### src/rtl/direction_scheduler.sv
// Button-driven direction scheduler: synchronises and debounces four buttons,
// arbitrates presses, filters reversals and holds up to two pending turns for the game tick.
module direction_scheduler #(
  parameter int unsigned DEBOUNCE_CYCLES = 16
) (
  input  logic       clk,
  input  logic       reset,
  input  logic       BTNU,
  input  logic       BTNR,
  input  logic       BTND,
  input  logic       BTNL,
  input  logic       tick,
  output logic [2:0] dir,
  output logic       dir_changed,
  output logic [1:0] queue_count,
  output logic       reject,
  output logic       drop
);

  localparam int unsigned CntW = $clog2(DEBOUNCE_CYCLES);
  localparam logic [CntW-1:0] CntMax = CntW'(DEBOUNCE_CYCLES - 1);

  localparam logic [2:0] DirUp    = 3'd1;
  localparam logic [2:0] DirRight = 3'd2;
  localparam logic [2:0] DirDown  = 3'd3;
  localparam logic [2:0] DirLeft  = 3'd4;

  logic [3:0]           raw;
  logic [3:0]           s1_q, s2_q, level_q, level_d, levelPrev_q, press_q;
  logic [3:0][CntW-1:0] cnt_q, cnt_d;

  logic [2:0] dir_q, dir_d, q0_q, q0_d, q1_q, q1_d;
  logic [1:0] count_q, count_d, afterPop;
  logic       chg_q, chg_d, rej_q, rej_d, drop_q, drop_d;
  logic [2:0] cand, tail;
  logic       have, losers, pop, push, fits;

  // Bit order matches the U > R > D > L priority used below.
  assign raw = {BTNL, BTND, BTNR, BTNU};

  function automatic logic [2:0] opposite(input logic [2:0] d);
    case (d)
      DirUp:    opposite = DirDown;
      DirRight: opposite = DirLeft;
      DirDown:  opposite = DirUp;
      DirLeft:  opposite = DirRight;
      default:  opposite = 3'd0;
    endcase
  endfunction

  always_comb begin
    level_d = level_q;
    for (int i = 0; i < 4; i++) begin
      cnt_d[i] = '0;
      if (s2_q[i] != level_q[i]) begin
        if (cnt_q[i] == CntMax) level_d[i] = s2_q[i];
        else                    cnt_d[i]   = cnt_q[i] + 1'b1;
      end
    end
  end

  always_comb begin
    cand = 3'd0;
    if      (press_q[0]) cand = DirUp;
    else if (press_q[1]) cand = DirRight;
    else if (press_q[2]) cand = DirDown;
    else if (press_q[3]) cand = DirLeft;
    have   = |press_q;
    losers = (press_q & (press_q - 4'd1)) != 4'd0;

    // Tail comes from pre-edge state so a same-edge pop never changes the verdict.
    case (count_q)
      2'd0:    tail = dir_q;
      2'd1:    tail = q0_q;
      default: tail = q1_q;
    endcase

    pop      = tick && (count_q != 2'd0);
    rej_d    = have && ((cand == tail) || (cand == opposite(tail)));
    fits     = (count_q != 2'd2) || pop;
    push     = have && !rej_d && fits;
    drop_d   = losers || (have && !rej_d && !fits);
    afterPop = count_q - {1'b0, pop};

    q0_d  = q0_q;
    q1_d  = q1_q;
    dir_d = dir_q;
    chg_d = 1'b0;
    if (pop) begin
      dir_d = q0_q;
      q0_d  = q1_q;
      chg_d = (q0_q != dir_q);
    end
    if (push) begin
      if (afterPop == 2'd0) q0_d = cand;
      else                  q1_d = cand;
    end
    count_d = afterPop + {1'b0, push};
  end

  always_ff @(posedge clk) begin
    if (reset) begin
      s1_q        <= '0;
      s2_q        <= '0;
      cnt_q       <= '0;
      level_q     <= '0;
      levelPrev_q <= '0;
      press_q     <= '0;
      dir_q       <= DirRight;
      q0_q        <= 3'd0;
      q1_q        <= 3'd0;
      count_q     <= 2'd0;
      chg_q       <= 1'b0;
      rej_q       <= 1'b0;
      drop_q      <= 1'b0;
    end else begin
      s1_q        <= raw;
      s2_q        <= s1_q;
      cnt_q       <= cnt_d;
      level_q     <= level_d;
      levelPrev_q <= level_q;
      press_q     <= level_q & ~levelPrev_q;
      dir_q       <= dir_d;
      q0_q        <= q0_d;
      q1_q        <= q1_d;
      count_q     <= count_d;
      chg_q       <= chg_d;
      rej_q       <= rej_d;
      drop_q      <= drop_d;
    end
  end

  assign dir         = dir_q;
  assign dir_changed = chg_q;
  assign queue_count = count_q;
  assign reject      = rej_q;
  assign drop        = drop_q;

endmodule
### config.mk
export PLATFORM = sky130hd
export DESIGN_NAME = direction_scheduler
export DESIGN_NICKNAME = d
export VERILOG_FILES = /design/src/rtl/direction_scheduler.sv
export SDC_FILE = /design/constraint.sdc
export NUM_CORES = 1
export LEC_CHECK = 0
export ABC_CLOCK_PERIOD_IN_PS = 6800
export CORE_UTILIZATION = 45
export CTS_CLUSTER_SIZE = 24
export DETAILED_ROUTE_END_ITERATION = 10
export PLACE_DENSITY_LB_ADDON = 0.05
export SYNTH_ARGS = -nofsm -noshare
export SYNTH_HDL_FRONTEND = slang
export SYNTH_SLANG_ARGS = --single-unit
export TNS_END_PERCENT = 1
### constraint.sdc
create_clock -name clk -period 6.8 [get_ports clk]
set_input_delay 2.04 -clock clk [delete_from_list [all_inputs] [get_ports clk]]
set_output_delay 2.04 -clock clk [all_outputs]
set_load 0.02 [all_outputs]
==> metrics.cfg <==
[run_status]
status = completed

[drt]
antenna_left = 0
wl_met1_mm = 1.62
wl_met2_mm = 1.80
post_drt_wl_per_cell_um = 12.4
firstDrtPassIters = 4
route.detailed.drc = 0
via_per_inst = 5.22
num_vias = 1534
wl_mm = 3.66
drt_iter0_markers = 80
top_layer = met4
wl_met3_um = 173

[yosys]
synth-adder-area-share_pct = 3.44
synthTopCellsByArea = dfxtp_1 47%, nor2_1 6.2%, xnor2_1 5.0%
synth_edf_count = 0
synth_compound_area_share_pct = 11.0
synth_top_area_cell = dfxtp_1
yosysUniqueCellTypes = 40
synthesis.instances = 225
synth_top_area_share_pct = 47.4
postSynthAreaPerCell_um2 = 9.39
yosysMostFrequentCell = dfxtp_1
synthMuxAreaShare_pct = 7.70
synthSimpleGateAreaFrac_pct = 20.4
synth_top_family_by_area = simple AND/OR/NAND/NOR gates
yosys.area_share.xor_xnor_pct = 7.05
syn-cell-area_mm2 = 0.00211
yosysWarnings = 0
ys.flop_type = dfxtp_1
yosysSeqAreaShare_pct = 47.4
async_reset_ff_share_pct = 0
ys_top_cells_by_count = 50 x dfxtp_1, 35 x nor2_1, 16 x nor2b_1
synth_nets = 237
ys_seq_elements = 50

[clocking]
cts_made_buffers = 5
insertion_delay_ns = 0.30
clockBufferDepth = 2
cts_resized = 0
clock-sinks = 50
htreeDepth = 2
root_buffer = clkbuf_8
postCtsHoldBufs = 0
clkTransAtPathRegs_ns = 0.09
cts_setup_buffers = 0
tritoncts = built

[placed_design]
port_buffers = 14
dpl_cell_area_mm2 = 0.00230
dp_hpwl_mm = 2.66
gp_congestion = 0.888

[critical_path]
crit_path_cell_trace = clkdlybuf4s50_1 -> o21ai_0 -> inv_1 -> ha_1 -> xnor2_1 -> and2_1 -> nand2_1 -> a21oi_2 -> mux2_1
cp_max_fo = 11
end_kind = flip-flop
slowest_delay_ns = 0.44
cp-start-kind = input pin
arrival_ns = 4.41
timing.rr.start = queue_count[1]$_SDFF_PP0_
rrSetupSlack_ns = 3.72
path_class = in2reg
crit_slowest_cell = o21ai_0
required_ns = 6.99
crit_start = tick
reg2reg_depth = 8
regToRegEndpoint = q0_q[2]$_SDFF_PP0_

[min_path]
hold_start = levelPrev_q[2]$_SDFF_PP0_
holdPathEnd = press_q[2]$_SDFF_PP0_
hp-class = reg2reg
whs_path_depth = 1

[cells_and_area]
syn_to_final_growth_pct = 13.6
antenna_cells = 0
drive_above_1_share_pct = 6.20
multiInputGateArea_mm2 = 0.00105
fin_area_mm2 = 0.00240
final_util_pct = 54.0
nets = 253
fillCellCount = 420
register_area_mm2 = 0.00100

[sta]
holdWs_ns = 0.378
finClkSkew_ns = 0.00557
setup_viol = 0
fin_setup_tns_ns = 0
timing.fmax_mhz = 237
period_minus_slack_ns = 4.22
finalHoldViolCount = 0
rsz0062_at_grt = no
layout_worst_path_cycle_share_pct = 62.0
relSlewSlack_pct = 22.1
worst_pin_slew_ns = 1.16
slew_viol_final = 0

[grt]
antenna_found_initial = 0
grt_pass1_vias = 1512
grt_use_total_pct = 16.6
grt_overflow_total = 0
grt_pass1_wl_mm = 6.44
grt_max_degree = 40

[floorplan]
rows = 24
die_y_um = 70.5
start_util_pct = 47.5
fp.dieArea_mm2 = 0.00497
core-area_mm2 = 0.00444
num_io_pins = 15
die_x_um = 70.5

[pwr]
p_leak_nw = 0.899
p_total_mw = 0.643
p_per_area_mw_per_mm2 = 268
ir_drop_mv = 0.171

[job]
drv_cap = 0

==> registers in the layout (all words and copies together) (netlist names) <==
signal,cells
dir,3
s2_q,4
q1_q,3
levelPrev_q,4
press_q,4
queue_count,2
dir_changed,1
level_q,4
reject,1
q0_q,3
cnt_q,16
s1_q,4
drop,1
==> through the flow <==
step,cells,setup slack [ns]
finish,294,2.58
global route,294,2.42
CTS,294,2.60
detailed placement,286,2.29
global placement,286,2.45
floorplan,225,3.04
==> how the worst max path moves through the flow <==
stage	slack (ns)	end
floorplan	3.04	q0_q[0]$_SDFF_PP0_
global placement	2.45	q0_q[0]$_SDFF_PP0_
detailed placement	2.29	q0_q[2]$_SDFF_PP0_
CTS	2.60	q0_q[2]$_SDFF_PP0_
global route	2.42	q0_q[2]$_SDFF_PP0_
finish	2.58	q0_q[2]$_SDFF_PP0_
==> critical path, delay by kind of cell <==
| family | cells | cell delay (ns) |
|---|---|---|
| AO/OA/AOI/OAI | 2 | 0.61 |
| XOR/XNOR | 1 | 0.26 |
| adder cells (fa/ha/maj) | 1 | 0.26 |
| buffers and inverters | 2 | 0.59 |
| multiplexers | 1 | 0.34 |
| AND/OR/NAND/NOR | 2 | 0.30 |
==> final cells by class <==
class,instances,area share (%)
clock buffer,6,3.44
clock inverter,2,0.678
inverter,11,1.72
multi-input combinational,158,43.6
sequential,50,41.7
tap,52,2.71
timing repair buffer,15,6.15
==> report_power, final <==
part           switching [mW]  internal [mW]
Combinational          0.0809         0.0624
Sequential             0.0156          0.302
Clock                  0.0980         0.0838
==> metal layers <==
metal,global-route usage [%],up-vias
met3,4.04,10
met4,8.62,0
li1,-,794
met1,19.4,692
met2,28.4,38
met5,0,-
==> cells by family after synthesis <==
kind of cell	Yosys count
mux	14
flops	50
simple gates	87
compound gates	34
buf+inv	17
fa+ha+maj	6
xor+xnor	17
==> placed cells by master, fill, tap and decap left out, drive strengths merged, types with 3 or more instances in the layout <==
cell,n
and2,3
o21ai,4
nor2,35
clkdlybuf4s50,14
mux2,5
o31ai,4
clkbuf,6
nand2,7
nor2b,16
mux2i,9
xor2,5
xnor2,12
or3,6
ha,5
o211ai,4
inv,12
dfxtp,50
nand3,9
a21oi,11
and3,6
Power figures use the tool's default switching activity.
